===== src/rtl/fetch_sequencer.sv =====
// Front-end fetch sequencer: boot, run, drain and halt control for the PC and IF/ID stage,
// with zero-cycle hazard response, saturating perf counters and a stall watchdog.
module fetch_sequencer #(
  parameter int BOOT_CYCLES  = 4,
  parameter int DRAIN_CYCLES = 4,
  parameter int MAX_STALL    = 8
) (
  input  logic        clk,
  input  logic        rst,
  input  logic        start,
  input  logic        halt,
  input  logic        PCSrc_final,
  input  logic        load_use,
  output logic        pc_rst_n,
  output logic        pc_en,
  output logic        ifid_en,
  output logic        ifid_flush,
  output logic        idex_flush,
  output logic        fetch_valid,
  output logic [2:0]  state,
  output logic [15:0] perf_stalls,
  output logic [15:0] perf_flushes,
  output logic        stall_err
);

  localparam int CNT_MAX = (BOOT_CYCLES > DRAIN_CYCLES) ? BOOT_CYCLES : DRAIN_CYCLES;
  localparam int CNT_W   = (CNT_MAX > 1) ? $clog2(CNT_MAX) : 1;
  localparam int STL_W   = (MAX_STALL > 0) ? $clog2(MAX_STALL + 1) : 1;

  localparam logic [CNT_W-1:0] BOOT_LOAD  = CNT_W'(BOOT_CYCLES - 1);
  localparam logic [CNT_W-1:0] DRAIN_LOAD = CNT_W'(DRAIN_CYCLES - 1);
  localparam logic [STL_W-1:0] STALL_LIM  = STL_W'(MAX_STALL);

  typedef enum logic [2:0] {
    S_IDLE   = 3'd0,
    S_BOOT   = 3'd1,
    S_RUN    = 3'd2,
    S_DRAIN  = 3'd3,
    S_HALTED = 3'd4
  } state_t;

  state_t           r_state;
  state_t           w_next;
  logic [CNT_W-1:0] r_cnt;
  logic [STL_W-1:0] r_stall_run;
  logic [15:0]      r_perf_stalls;
  logic [15:0]      r_perf_flushes;
  logic             r_stall_err;

  logic w_run;
  logic w_redirect;
  logic w_stall;
  logic w_launch;
  logic w_cnt_zero;

  // Hazard decode in RUN: halt > redirect > load-use.
  assign w_run      = (r_state == S_RUN);
  assign w_redirect = w_run & ~halt & PCSrc_final;
  assign w_stall    = w_run & ~halt & ~PCSrc_final & load_use;
  assign w_launch   = (r_state == S_IDLE) & start;
  assign w_cnt_zero = (r_cnt == '0);

  always_ff @(posedge clk or negedge rst) begin
    if (!rst) begin
      r_state <= S_IDLE;
    end else begin
      r_state <= w_next;
    end
  end

  always_comb begin
    w_next = r_state;
    case (r_state)
      S_IDLE:   if (start)      w_next = S_BOOT;
      S_BOOT:   if (w_cnt_zero) w_next = S_RUN;
      S_RUN:    if (halt)       w_next = S_DRAIN;
      S_DRAIN:  if (w_cnt_zero) w_next = S_HALTED;
      S_HALTED: if (!start)     w_next = S_IDLE;
      default:                  w_next = S_IDLE;
    endcase
  end

  always_comb begin
    pc_rst_n    = 1'b1;
    pc_en       = 1'b0;
    ifid_en     = 1'b0;
    ifid_flush  = 1'b1;
    idex_flush  = 1'b0;
    fetch_valid = 1'b0;
    case (r_state)
      S_BOOT, S_DRAIN, S_HALTED: begin
      end
      S_RUN: begin
        if (halt) begin
          // A redirect coincident with halt still loads its target into the PC.
          pc_en      = PCSrc_final;
          idex_flush = PCSrc_final;
        end else if (PCSrc_final) begin
          pc_en      = 1'b1;
          idex_flush = 1'b1;
        end else if (load_use) begin
          ifid_flush = 1'b0;
          idex_flush = 1'b1;
        end else begin
          pc_en       = 1'b1;
          ifid_en     = 1'b1;
          ifid_flush  = 1'b0;
          fetch_valid = 1'b1;
        end
      end
      default: begin
        pc_rst_n = 1'b0;
      end
    endcase
  end

  always_ff @(posedge clk or negedge rst) begin
    if (!rst) begin
      r_cnt <= '0;
    end else begin
      case (r_state)
        S_IDLE:          if (start)       r_cnt <= BOOT_LOAD;
        S_RUN:           if (halt)        r_cnt <= DRAIN_LOAD;
        S_BOOT, S_DRAIN: if (!w_cnt_zero) r_cnt <= r_cnt - 1'b1;
        default:         r_cnt <= r_cnt;
      endcase
    end
  end

  always_ff @(posedge clk or negedge rst) begin
    if (!rst) begin
      r_perf_stalls  <= '0;
      r_perf_flushes <= '0;
    end else if (w_launch) begin
      r_perf_stalls  <= '0;
      r_perf_flushes <= '0;
    end else begin
      if (w_stall && (r_perf_stalls != '1))     r_perf_stalls  <= r_perf_stalls + 1'b1;
      if (w_redirect && (r_perf_flushes != '1)) r_perf_flushes <= r_perf_flushes + 1'b1;
    end
  end

  // Watchdog: run length of back-to-back stalls; error is sticky until reset or relaunch.
  always_ff @(posedge clk or negedge rst) begin
    if (!rst) begin
      r_stall_run <= '0;
      r_stall_err <= 1'b0;
    end else begin
      if (w_stall) begin
        if (r_stall_run != STALL_LIM) r_stall_run <= r_stall_run + 1'b1;
      end else begin
        r_stall_run <= '0;
      end
      if (w_launch) begin
        r_stall_err <= 1'b0;
      end else if (w_stall && ((int'(r_stall_run) + 1) >= MAX_STALL)) begin
        r_stall_err <= 1'b1;
      end
    end
  end

  assign state        = r_state;
  assign perf_stalls  = r_perf_stalls;
  assign perf_flushes = r_perf_flushes;
  assign stall_err    = r_stall_err;

endmodule


===== config.mk =====
export PLATFORM = sky130hd
export DESIGN_NAME = fetch_sequencer
export DESIGN_NICKNAME = d
export VERILOG_FILES = /design/src/rtl/fetch_sequencer.sv
export SDC_FILE = /design/constraint.sdc
export NUM_CORES = 1
export LEC_CHECK = 0
export CAP_MARGIN = 20
export CORE_MARGIN = 2
export CORE_UTILIZATION = 45
export CTS_CLUSTER_SIZE = 8
export DETAILED_ROUTE_END_ITERATION = 6
export PLACE_DENSITY = 0.7
export SYNTH_ARGS = -nofsm -noshare
export SYNTH_HDL_FRONTEND = slang
export SYNTH_SLANG_ARGS = --single-unit

===== constraint.sdc =====
create_clock -name clk -period 5.2 [get_ports clk]
set_clock_uncertainty 0.15 [all_clocks]
set_input_delay 1.56 -clock clk [delete_from_list [all_inputs] [get_ports clk]]
set_output_delay 1.56 -clock clk [all_outputs]
set_load 0.01 [all_outputs]

* Yosys cells after proc, flatten, opt, wreduce, memory -nomap -nowiden *
Cells that the tools add are included.

word-level totals
  register bits = 42
  latch bits = 0
  RAM bits = 0
  memory bits (read-only) = 0
  input port bits = 6
  output and inout bits = 42
  memories kept = 0

operators by class
  $add $sub $neg = 5
  multipliers = 0
  div/mod/pow operators = 0
  $lt $le $gt $ge = 1
  equality and inequality tests = 14
  shift operators = 0
  muxes and demuxes = 33
  bitwise operators = 7
  reductions and logical operators = 13

operator list
  operator                 number
  $mux W16                 4
  $add A16 B1 Y16 const B  2
  $ne A16 B16 Y1 const B   2
  $mux W1                  17
  $mux W3                  5
  $pmux W3 S5              1
  $ne A2 B2 Y1 const B     6
  $mux W4                  2
  $eq A3 B2 Y1 const B     2
  $mux W2                  3
  $pmux W2 S3              1
  $reduce_bool A2 Y1       3
  $add A4 B1 Y5 const B    1
  $and A1 B1 Y1            5
  $ge A5 B4 Y1 const B     1
  $reduce_and A5 Y1        1
  $add A4 B1 Y4 const B    1
  $ne A4 B4 Y1 const B     1
  $reduce_and A4 Y1        1
  $reduce_or A4 Y1         1
  $eq A3 B1 Y1 const B     1
  $eq A3 B3 Y1 const B     1
  $logic_and A1 B1 Y1      3
  $logic_not A3 Y1         1
  other kinds (6)          7

* Depth between registers and ports, before layout *
Gate-level depths: netlist (run 1).

  depth in word-level cells = 7
  mapped depth = 6
  gate-level depth less buffers = 6

* Worst setup path before layout (run 1) *
No wires, ideal clock.

  path kind = input to output
  from = input port halt
  to = output port ifid_en
  data arrival time = 2510 ps
  setup slack = 980 ps
  stages = 4
  path buffers = 1
  path through = nor4b_4 -> nand2b_1 -> nor2_1 -> buf_4

between the ends
  longest elaborated chain between the ends = 2

RTL lines
  element               RTL line  text
  from (decl)           11        input logic halt,
  $mux W1 (2 in a row)  --
  to (decl)             16        output logic ifid_en,

Every way passes these cells.

* Worst setup path after layout (run 1) *
  from = input port halt
  to = output port fetch_valid

between the ends
  longest elaborated chain between the ends = 2

RTL lines
  element    RTL line  text
  $mux W1    94        if (halt) begin
  $mux W1    90        case (r_state)
  to (decl)  19        output logic fetch_valid,

Every way passes these cells.

==> results of run 1 <==
-- flip-flops by register name, indices dropped and copies added, names as in the netlist --
name	flops
perf_stalls	16
perf_flushes	16
stall_err	1
r_cnt	2
r_stall_run	4
state	3
-- cell usage in the layout (no fill, tap or decap), drive strengths merged, types with 5 or more instances in the layout --
master | Yosys | final
a21oi | 19 | 19
and4 | 5 | 5
clkbuf | 8 | 5
clkdlybuf4s50 | 0 | 46
dfrtp | 42 | 42
ha | 5 | 5
inv | 13 | 14
mux2i | 13 | 13
nand2 | 34 | 34
nand2b | 6 | 6
nand3 | 10 | 10
nand4 | 12 | 12
nor2 | 13 | 13
nor3 | 13 | 13
o21ai | 6 | 6
o31ai | 11 | 11
or4 | 12 | 12
-- worst max-delay path by stage --
stage | endpoint | slack, ns | start | cells after the start
after floorplan | ifid_en | 0.98 | halt | 4
after global placement | ifid_en | 0.37 | halt | 5
after detailed placement | fetch_valid | 0.35 | halt | 5
after CTS | fetch_valid | 0.34 | halt | 5
after global routing | fetch_valid | 0.25 | halt | 5
final | fetch_valid | 0.36 | halt | 5
-- kinds of logic (layout without fill, tap and decap cells) --
family	count (synthesis)	in the layout	synth area share (%)
xor+xnor	4	4	1.47
buf+inv	23	71	3.78
flops	42	42	44.0
fa+ha+maj	5	5	2.62
mux	13	13	5.45
compound gates	52	52	14.1
simple gates	124	124	28.5
-- power breakdown --
| group | internal [mW] | switching [mW] | total, mW |
|---|---|---|---|
| clock | 0.0970 | 0.126 | 0.223 |
| combinational | 0.114 | 0.120 | 0.234 |
| sequential | 0.357 | 0.0457 | 0.402 |
| total | 0.568 | 0.292 | 0.859 |
-- worst register-to-register path: cells and delay by family, from the launching register on --
kind	cells	cell delay [ns]
AOI/OAI and AO/OA	1	0.30
and+or+nand+nor	3	1.16
adders and majority gates	1	0.30
DFF	1	0.41
-- layer usage --
metal | GRT usage [%] | routed length, µm
met3 | 4.12 | 246
met2 | 34.5 | 2780
met1 | 26.6 | 2560
met4 | 6.36 | 60
met5 | 0 | 0
-- final cells by class --
type                    count  area (µm²)  share of cell area [%]
multi-input cells         198        1240                    41.3
flip-flops and latches     42        1050                    34.9
repair buffers             50         488                    16.2
well taps                  70        87.6                    2.91
clock buffers               5        68.8                    2.28
inverters                  13        48.8                    1.62
clock inverters             3        25.0                   0.830
==> results, run 1 <==
- The run finished with clean final reports.
- Measured in cells, the most critical reg-to-reg path has a length of 5.
- The capture point of the worst reg-to-reg path is perf_flushes[4].
- The final weighted congestion of routability-driven global placement is 0.808.
- The number of instances in the synthesized netlist is 263.
- The post-place setup slack is 0.347 ns.
- The start of the worst register-to-register path is perf_flushes[0].
- The share of the clock period used by the worst path after layout is 93.1%.
- In this run the vertical extent of the chip is 76.8 µm.
- At the worst endpoint, the arrival time is 3.13 ns.
- On the final layout, the worst hold slack is 0.363 ns.
- The biggest area contributor in the post-synthesis netlist is sky130_fd_sc_hd__dfrtp_1.
- The post-route minimum period is 4.84 ns.
- The area growth from synthesis to layout is 26.3%.
- Sorting the synthesized cells by area gives the leading types as sky130_fd_sc_hd__dfrtp_1 44%, sky130_fd_sc_hd__mux2i_1 5.5%, sky130_fd_sc_hd__nand2_1 5.3%.
- After routing the design area is 3010 µm².
- The final antenna-violating net count is 0.
- The commonest cells after synthesis are 42 x sky130_fd_sc_hd__dfrtp_1, 34 x sky130_fd_sc_hd__nand2_1, 19 x sky130_fd_sc_hd__a21oi_1.
- Setup repair after global routing left no endpoint under its margin.
- The count of inserted antenna diode cells is 0.
- Together, buffers and inverters on the worst path number 2.
- The register bit total from synthesis is 42.
- The mean routed wirelength per cell is 14.8 µm.
- Global routing finished with a remaining overflow of 0.
- Pin placement for this block handled 48 I/O pins.
- The count of cells in the finished layout, fillers not included, comes to 381.
- The number of synthesized flops with an enable pin is 0.
- The HPWL after detailed placement is 3940 µm.
- The post-route DRC violation count is 0.
- The number of antenna violations at the first check in global routing came to 0.
- The sequential share of the synthesized area is 44.0%.
- The final-layout setup total negative slack is 0 ns.
- For the worst setup path, the data required time is 3.49 ns.
- The number of gates resized after CTS is 0.
- Once placement finished, the instance area stood at 2920 µm².
- Row generation in the floorplan step produced 26 rows.
- The prevailing post-synth register cell is sky130_fd_sc_hd__dfrtp_1.
- The total power is 0.859 mW.
- The worst hold path begins at stall_err.
- The per-cell via count in the routed design is 5.80.
- The routed layout has 2209 vias.
- The final-report hold violation count was 0.
- The initial standard-cell utilization of the core is 46.7%.
- The family with the most delay on the worst path is buffers and inverters.
- The region available for standard cell placement spans 5110 µm².
- The number of global-route vias before repair was 2098.
- The leakage power figure is 1.17 nW.
- The number of endpoints failing setup at the final stage is 0.
- The total number of nets in the final design is 321.
- For this run, the total global-route usage over all layers was measured as 20.5%.
- The transition time of the tightest slew-check pin is 0.935 ns.
- The maximum clock path buffer count is 2.
- The TritonCTS clock tree is built.
- Dividing total power by cell area gives a power density of 285 nW/µm².
- Entering global routing, the biggest net connects 43 pins.
- The path category of the worst min-delay check is flip-flop to flip-flop.
- The first global-routing pass estimated 9890 µm of wire.
- The count of pins over their slew limit is 0.
- Setup slack on the worst reg-to-reg path comes out at 2.78 ns.
- The utilization after layout is 59.0%.
- The cell depth of the worst hold path is 1.
- The overall die area is 5900 µm².
- The horizontal extent of the die is 76.8 µm.
- Clock-pin slew was measured on the worst setup and hold paths at 0.09 ns.
- The critical path class is input port to output port.
- The iteration-0 DRC count of the detailed router is 173.
- Static timing analysis puts the maximum clock frequency at 0.207 GHz.
- The clock latency on the worst-skew pair is 0.30 ns.
- Max-cap violations in this run came to 0.
- The number of placed cells counting well taps is 373.
- The maximum vdd ir drop is 0.199 mV.
- Each instance of the synthesized netlist takes up on average 9.07 µm².
- The post-synth net total is 274.
- For this run, the number of Yosys warnings is 0.
- The first TritonRoute pass finished after 4 iterations.
- The worst setup path is captured at an output port.
- The signal on the critical path passes through clkdlybuf4s50_1 -> nor4b_4 -> nand2b_1 -> nor2_1 -> clkdlybuf4s50_1.
- Among all stages on the critical path, the largest delay is contributed by sky130_fd_sc_hd__clkdlybuf4s50_1.
- CTS built an H-tree with a depth of 2.
- The headroom to the max-slew limit is 36.8%.
- The post-layout worst setup margin is 0.361 ns.
- The filler cell count is 490.
- The startpoint type of the worst setup path is an input port.
- The netlist area before placement is 2390 µm².
- Summed over its instances, the top area cell type makes up 44.0% of the synthesized netlist area.
- The number of clock buffers added by TritonCTS is 5.
- The top fanout value on the critical path is 4.
- Cells with a size suffix above 1 make up 4.18% of the layout.
- Synthesis instantiated 37 different standard cells from the library.
- The clock root buffer master is sky130_fd_sc_hd__clkbuf_8.
- The post-cts hold buffer count is 0.
- The fraction of registers with async set/reset is 100%.
- The largest single stage delay on the critical path is 0.56 ns.
- The aggregate routed wire length is 5640 µm.
- Among the stages of the critical path, the cell type that occurs most often is sky130_fd_sc_hd__clkdlybuf4s50_1.
- The clock sink count is 42.
- For hold timing, the worst endpoint is stall_err.
- The post-CTS setup-driven buffer insertion count is 0.
- The count of buffers from port buffering is 47.
- Among all cell types in the netlist, the one instantiated most often is sky130_fd_sc_hd__dfrtp_1.
Note: power is estimated with default switching activity, not from simulation.
==> inputs of run 2 (changes only) <==
- PLACE_DENSITY: 0.7 -> 0.73
- clock period: 5.2 -> 4.1 ns (I/O delays scaled with it)
==> run 2 against run 1 <==
Clock-buffer cell count grew 1. Die area unchanged. Power increased by 41%. Worst hold slack got worse by 0.0083 ns. Non-clock buffer count up 3. Combinational power up 26%. Setup slack got worse by 0.22 ns. Critical path depth rose by 1. Routed wire length shrank 3.6%. Sequential power up 28%.
==> results, run 2 (same netlist as run 1, synthesis figures left out) <==
- Status: finished, final reports clean (unchanged).
- Commonest cells after routing, fill and taps aside: 42 x sky130_fd_sc_hd__clkdlybuf4s50_1, 42 x sky130_fd_sc_hd__dfrtp_1, 34 x sky130_fd_sc_hd__nand2_1 (was 46 x sky130_fd_sc_hd__clkdlybuf4s50_1, 42 x sky130_fd_sc_hd__dfrtp_1, 34 x sky130_fd_sc_hd__nand2_1).
- The post-place setup slack is -0.0710 ns (was 0.347 ns).
- The horizontal extent of the die came to 76.8 µm (unchanged).
- The global-route usage over all layers is 19.4% (was 20.5%).
- The share of final-layout standard cells stronger than drive strength 1 is 5.10% (was 4.18%).
- The total number of nets in the final design is 324 (was 321).
- The mean routed wirelength per cell came to 14.2 µm (was 14.8 µm).
- The number of placed cells counting well taps was 376 (was 373).
- The largest stage delay on the critical path is 0.53 ns (was 0.56 ns).
- The path depth of the worst reg2reg path was 5 (unchanged).
- The start of the worst register-to-register path was perf_flushes[0] (unchanged).
- The wire length of the first global-routing pass is 9190 µm (was 9890 µm).
- The number of placement rows is 26 (unchanged).
- The most used cell along the critical path is sky130_fd_sc_hd__clkdlybuf4s50_1 (unchanged).
- The number of antenna violations at the first check in global routing came to 0 (unchanged).
- The count of inserted antenna diode cells is 0 (unchanged).
- The number of ports placed on the die boundary is 48 (unchanged).
- The initial standard-cell utilization of the core is 46.7% (unchanged).
- The die height was 76.8 µm (unchanged).
- Static timing analysis puts the maximum clock frequency at 0.253 GHz.
- The worst hold slack was 0.355 ns (was 0.363 ns).
- The capture point of the worst reg-to-reg path is perf_flushes[4] (unchanged).
- The TritonCTS clock tree is built (unchanged).
- The clock latency on the worst-skew pair was 0.30 ns (about the same).
- The critical path class is input port to output port (unchanged).
- Ordered list of cells on the worst path: clkdlybuf4s50_1 -> buf_4 -> inv_1 -> a21oi_1 -> nor2_1 -> clkdlybuf4s50_1 (was clkdlybuf4s50_1 -> nor4b_4 -> nand2b_1 -> nor2_1 -> clkdlybuf4s50_1).
- The count of pins over their slew limit came to 0 (unchanged).
- The power density over cell area is 394 nW/µm² (was 285 nW/µm²).
- The final-report hold violation count came to 0 (unchanged).
- The headroom to the max-slew limit was 37.8% (was 36.8%).
- The sort of element at the end of the critical path is an output port (unchanged).
- The total iterations of the first detailed-routing run is 4 (unchanged).
- The area of the core is 5110 µm² (unchanged).
- The register-to-register setup slack is 1.74 ns (was 2.78 ns).
- The post-cts hold buffer count is 0 (unchanged).
- The area growth from synthesis to layout is 29.4% (was 26.3%).
- The number of H-tree branching levels was 2 (unchanged).
- The beginning of the worst hold path is stall_err (unchanged).
- The post-route minimum period is 3.96 ns.
- The number of global-route vias before repair is 1951 (was 2098).
- The maximum clock path buffer count came to 2 (unchanged).
- The maximum vdd ir drop is 0.278 mV (was 0.199 mV).
- The post-layout worst setup margin is 0.143 ns (was 0.361 ns).
- The total congestion overflow after global routing was 0 (unchanged).
- The final-layout setup total negative slack was 0 ns (unchanged).
- The transition time of the tightest slew-check pin is 0.932 ns (was 0.935 ns).
- The HPWL after detailed placement is 3880 µm (was 3940 µm).
- The maximum number of pins on one net before global-route repair came to 43 (unchanged).
- The count of buffers from port buffering is 47 (unchanged).
- The slowest cell on the critical path was sky130_fd_sc_hd__clkdlybuf4s50_1 (unchanged).
- The share of the clock period used by the worst path after layout is 96.5%.
- The max-cap violation count is 0 (unchanged).
- The cell area after placement is 2940 µm² (was 2920 µm²).
- The iteration-0 DRC count of the detailed router is 140 (was 173).
- The data required time of the critical path is 2.72 ns (was 3.49 ns).
- The final antenna-violating net count is 0 (unchanged).
- The overall die area was 5900 µm² (unchanged).
- The number of endpoints failing setup at the final stage is 0 (unchanged).
- The family with the most delay on the worst path is buffers and inverters (unchanged).
- The clock sink count is 42 (unchanged).
- The via count is 2190 (was 2209).
- The leakage power figure is 1.23 nW (was 1.17 nW).
- The top fanout value on the critical path is 3 (was 4).
- The startpoint type of the worst setup path is an input port (unchanged).
- The clock root buffer master is sky130_fd_sc_hd__clkbuf_8 (unchanged).
- The final weighted congestion of routability-driven global placement is 0.795 (was 0.808).
- The post-route DRC violation count is 0 (unchanged).
- The worst hold endpoint is stall_err (unchanged).
- The post-CTS setup-driven buffer insertion count was 0 (unchanged).
- The cell depth of the worst hold path is 1 (unchanged).
- The clock buffer count from CTS is 5 (unchanged).
- The aggregate routed wire length is 5440 µm (was 5640 µm).
- The area of all placed cells without fillers is 3090 µm² (was 3010 µm²).
- The per-cell via count in the routed design is 5.70 (was 5.80).
- Setup repair after global routing missed its margin: no (unchanged).
- The combined buffer and inverter count along the critical path is 4 (was 2).
- The data arrival time of the worst path is 2.58 ns (was 3.13 ns).
- The register clock-pin slew on the reported worst setup and hold paths came to 0.08 ns (was 0.09 ns).
- The path category of the worst min-delay check is flip-flop to flip-flop (unchanged).
- The count of non-filler cells in the finished layout is 384 (was 381).
[run 2: cell count changes in the layout (fill, tap and decap cells not counted), sizes merged]
cell / before / now
buf: 4 / 7
clkdlybuf4s50: 46 / 42
clkinvlp: 1 / 0
dlymetal6s2s: 0 / 2
inv: 14 / 13
clkbuf: 5 / 6
clkinv: 1 / 0
dlygate4sd2: 0 / 2
bufinv: 0 / 2
[run 2: how the worst max path moves through the flow]
stage          from         end  depth (start not counted)
4_1_cts        halt       pc_en                          5
5_1_grt        halt  idex_flush                          6
6_report       halt  idex_flush                          6
2_1_floorplan  halt     ifid_en                          4
3_3_place_gp   halt     ifid_en                          5
3_5_place_dp   halt     ifid_en                          5
[run 2: per-layer routing]
layer,up-vias,track usage (%),part of all wire [%]
li1,1084,-,-
met1,1056,24.7,45
met2,45,32.4,50
met3,5,4.47,3.9
met4,0,7.09,0.96
met5,-,0,0
[run 2: layout make-up]
class                   instances  area (µm²)
inverters                      13        48.8
flip-flops and latches         42        1050
multi-input cells             198        1240
clock inverters                 2        60.1
repair buffers                 53         513
fillers                       467        2020
well taps                      70        87.6
clock buffers                   6        82.6
[run 2: worst reg2reg max path: stages, from the launching register on]
cell                       delay (ns)
sky130_fd_sc_hd__dfrtp_1         0.41
sky130_fd_sc_hd__ha_1            0.29
sky130_fd_sc_hd__and3_1          0.19
sky130_fd_sc_hd__nor4bb_1        0.71
sky130_fd_sc_hd__nor2_1          0.23
sky130_fd_sc_hd__a311oi_1        0.30
[run 2: timing repair]
| action | in CTS | in global routing |
|---|---|---|
| gates resized for setup | 2 | 2 |
| cloned | 0 | 0 |
| pin swaps | 0 | 1 |
| setup endpoints to repair | 2 | 2 |
| endpoints found under the hold margin | 0 | 0 |
[run 2: per-stage QoR]
| step | total power, mW | util, % |
|---|---|---|
| final | 1.22 | 60.5 |
| after global placement | 0.814 | 57.6 |
| after detailed placement | 0.820 | 57.6 |
| after CTS | 1.23 | 60.4 |
| after global routing | 1.28 | 60.5 |
| after floorplan | 0.683 | - |
[run 2: power breakdown]
part           internal (mW)  switching, mW
sequential             0.452         0.0607
combinational          0.144          0.151
clock                  0.260          0.148
total                  0.856          0.359
==> inputs of run 3 (changes only) <==
- CORE_MARGIN: 2 -> default
- PLACE_DENSITY: 0.73 -> 0.7
- clock period: 4.1 -> 5.07 ns (I/O delays scaled with it)
==> run 3 against run 2 <==
Register-to-register slack improved by 0.93 ns. Critical endpoint is now fetch_valid. Power fell by 28%. Largest power group unchanged. Worst hold slack got worse by 0.013 ns.
==> results, run 3 (same netlist as run 1, synthesis figures left out) <==
- The start of the worst register-to-register path is perf_flushes[0] (unchanged).
- The via count is 2216 (was 2190).
- The multi-input logic area is 1240 µm² (unchanged).
- The met1 track utilization from global routing is 30.6% (was 24.7%).
- The data required time of the critical path is 3.40 ns (was 2.72 ns).
- The number of gates resized after CTS is 0 (was 2).
- The critical path class is input port to output port (unchanged).
- The clock root buffer master is sky130_fd_sc_hd__clkbuf_8 (unchanged).
- The clock latency on the worst-skew pair came to 0.30 ns (about the same).
- The global routing usage on met2 is 32.6% (was 32.4%).
- The maximum clock path buffer count was 2 (unchanged).
- The register clock-pin slew on the reported worst setup and hold paths came to 0.07 ns (was 0.08 ns).
- The overall die area was 5600 µm² (was 5900 µm²).
- The number of endpoints failing setup at the final stage was 0 (unchanged).
- The post-route DRC violation count is 0 (unchanged).
- The aggregate routed wire length is 5440 µm (about the same).
- The number of global-route vias before repair is 1929 (was 1951).
- The transition time of the tightest slew-check pin is 0.924 ns (was 0.932 ns).
- The TritonCTS clock tree is built (unchanged).
- The total iterations of the first detailed-routing run was 5 (was 4).
- The total power came to 0.881 mW (was 1.22 mW).
- The maximum vdd ir drop is 0.304 mV (was 0.278 mV).
- The cell depth of the worst hold path is 1 (unchanged).
- The count of non-filler cells in the finished layout is 381 (was 384).
- The number of antenna violations at the first check in global routing was 0 (unchanged).
- The post-cts hold buffer count is 0 (unchanged).
- The final weighted congestion of routability-driven global placement is 0.770 (was 0.795).
- The count of buffers from port buffering was 47 (unchanged).
- The most common library cell in the layout ignoring fill and taps is sky130_fd_sc_hd__clkdlybuf4s50_1.
- The headroom to the max-slew limit was 38.4% (was 37.8%).
- The leakage power figure is 1.17 nW (was 1.23 nW).
- The number of H-tree branching levels is 2 (unchanged).
- The capture point of the worst reg-to-reg path is perf_flushes[4] (unchanged).
- Setup repair after global routing missed its margin: no (unchanged).
- The data arrival time of the worst path is 3.05 ns (was 2.58 ns).
- The final-report hold violation count is 0 (unchanged).
- The final-layout setup total negative slack came to 0 ns (unchanged).
- The total congestion overflow after global routing is 0 (unchanged).
- The share of final-layout standard cells stronger than drive strength 1 is 3.86% (was 5.10%).
- The die height is 74.8 µm (was 76.8 µm).
- The beginning of the worst hold path is stall_err (unchanged).
- The clock sink count is 42 (unchanged).
- The per-cell via count in the routed design was 5.82 (was 5.70).
- The number of placement rows was 26 (unchanged).
- The HPWL after detailed placement is 3820 µm (was 3880 µm).
- The final antenna-violating net count is 0 (unchanged).
- The horizontal extent of the die is 74.8 µm (was 76.8 µm).
- Timing would allow up to 0.212 GHz.
- The most congested layer reported by global routing is met2 (unchanged).
- The met3 capacity usage during global routing is 5.49% (was 4.47%).
- The power density over cell area is 293 nW/µm² (was 394 nW/µm²).
- The filler cell count is 462 (was 467).
- The area of the core was 5110 µm² (unchanged).
- The sort of element at the end of the critical path is an output port (unchanged).
- The number of ports placed on the die boundary was 48 (unchanged).
- The wire length of the first global-routing pass was 9120 µm (was 9190 µm).
- For the finished layout, the period the worst path requires is 4.72 ns.
- The post-place setup slack was 0.338 ns (was -0.0710 ns).
- The path category of the worst min-delay check was flip-flop to flip-flop (unchanged).
- The initial standard-cell utilization of the core is 46.7% (unchanged).
- Status: finished, final reports clean (unchanged).
- The count of inserted antenna diode cells is 0 (unchanged).
- The storage element area is 1050 µm² (unchanged).
- The area growth from synthesis to layout is 26.2% (was 29.4%).
- The path depth of the worst reg2reg path is 5 (unchanged).
- The total number of nets in the final design is 321 (was 324).
- The maximum number of pins on one net before global-route repair is 43 (unchanged).
- The startpoint type of the worst setup path was an input port (unchanged).
- The register-to-register setup slack is 2.67 ns (was 1.74 ns).
- The number of placed cells counting well taps is 373 (was 376).
- The global-route usage over all layers was 21.5% (was 19.4%).
- The count of pins over their slew limit is 0 (unchanged).
- The top fanout value on the critical path is 4 (was 3).
- The post-CTS setup-driven buffer insertion count is 0 (unchanged).
- The iteration-0 DRC count of the detailed router is 145 (was 140).
- After layout, the worst path uses 93.2% of the clock period.
- The clock buffer count from CTS is 5 (unchanged).
- The post-layout worst setup margin came to 0.346 ns (was 0.143 ns).
- Commonest cells after routing, fill and taps aside: 46 x sky130_fd_sc_hd__clkdlybuf4s50_1, 42 x sky130_fd_sc_hd__dfrtp_1, 34 x sky130_fd_sc_hd__nand2_1 (was 42 x sky130_fd_sc_hd__clkdlybuf4s50_1, 42 x sky130_fd_sc_hd__dfrtp_1, 34 x sky130_fd_sc_hd__nand2_1).
- The max-cap violation count is 0 (unchanged).
- The mean routed wirelength per cell is 14.3 µm (was 14.2 µm).
- The worst hold endpoint is stall_err (unchanged).
run 3: cell types whose count changed in the layout (fill, tap and decap cells not counted):
| cell | change |
|---|---|
| sky130_fd_sc_hd__bufinv_16 | -2 |
| sky130_fd_sc_hd__dlymetal6s2s_1 | -2 |
| sky130_fd_sc_hd__clkbuf_1 | +1 |
| sky130_fd_sc_hd__clkdlybuf4s50_1 | +4 |
| sky130_fd_sc_hd__buf_4 | -3 |
| sky130_fd_sc_hd__dlygate4sd2_1 | -2 |
| sky130_fd_sc_hd__clkinv_2 | +1 |
run 3: cell type report:
type | instances | area share (%)
Clock buffer | 7 | 2.87
Clock inverter | 1 | 0.166
Inverter | 13 | 1.62
Multi-Input combinational cell | 198 | 41.3
Sequential cell | 42 | 34.9
Tap cell | 70 | 2.91
Timing Repair Buffer | 50 | 16.2
run 3: layer usage:
| layer | up-vias | part of all wire, % |
|---|---|---|
| li1 | 1081 | - |
| met1 | 1083 | 50 |
| met2 | 47 | 46 |
| met3 | 5 | 3.7 |
| met5 | - | 0 |
| met4 | 0 | 0.97 |
run 3: critical path: stages:
cell and delay, ns:
sky130_fd_sc_hd__clkdlybuf4s50_1 0.50, sky130_fd_sc_hd__nor4b_4 0.26, sky130_fd_sc_hd__nand2b_1 0.10, sky130_fd_sc_hd__nor2_1 0.13, sky130_fd_sc_hd__clkdlybuf4s50_1 0.55
run 3: where the power goes:
group | switching, mW | leakage, nW | internal, mW | total, mW
registers | 0.0492 | 0.574 | 0.366 | 0.415
logic | 0.124 | 0.549 | 0.117 | 0.241
clock network | 0.115 | 0.0482 | 0.110 | 0.225
run 3: how the worst max path moves through the flow:
stage,cells after the start,end,from,slack (ns)
after global placement,5,ifid_en,halt,0.34
after CTS,5,fetch_valid,halt,0.34
after detailed placement,5,fetch_valid,halt,0.34
after floorplan,4,ifid_en,halt,0.93
after global routing,5,ifid_en,halt,0.22
final,5,fetch_valid,halt,0.35
run 3: through the flow:
stage / area, µm² / utilization, % / hold WS, ns
after detailed placement: 2920 / 57.2 / 0.332
after global routing: 3010 / 59.0 / 0.365
after global placement: 2920 / 57.2 / 0.324
after CTS: 3010 / 59.0 / 0.351
after floorplan: 2390 / - / 0.303
final: 3010 / 59.0 / 0.341
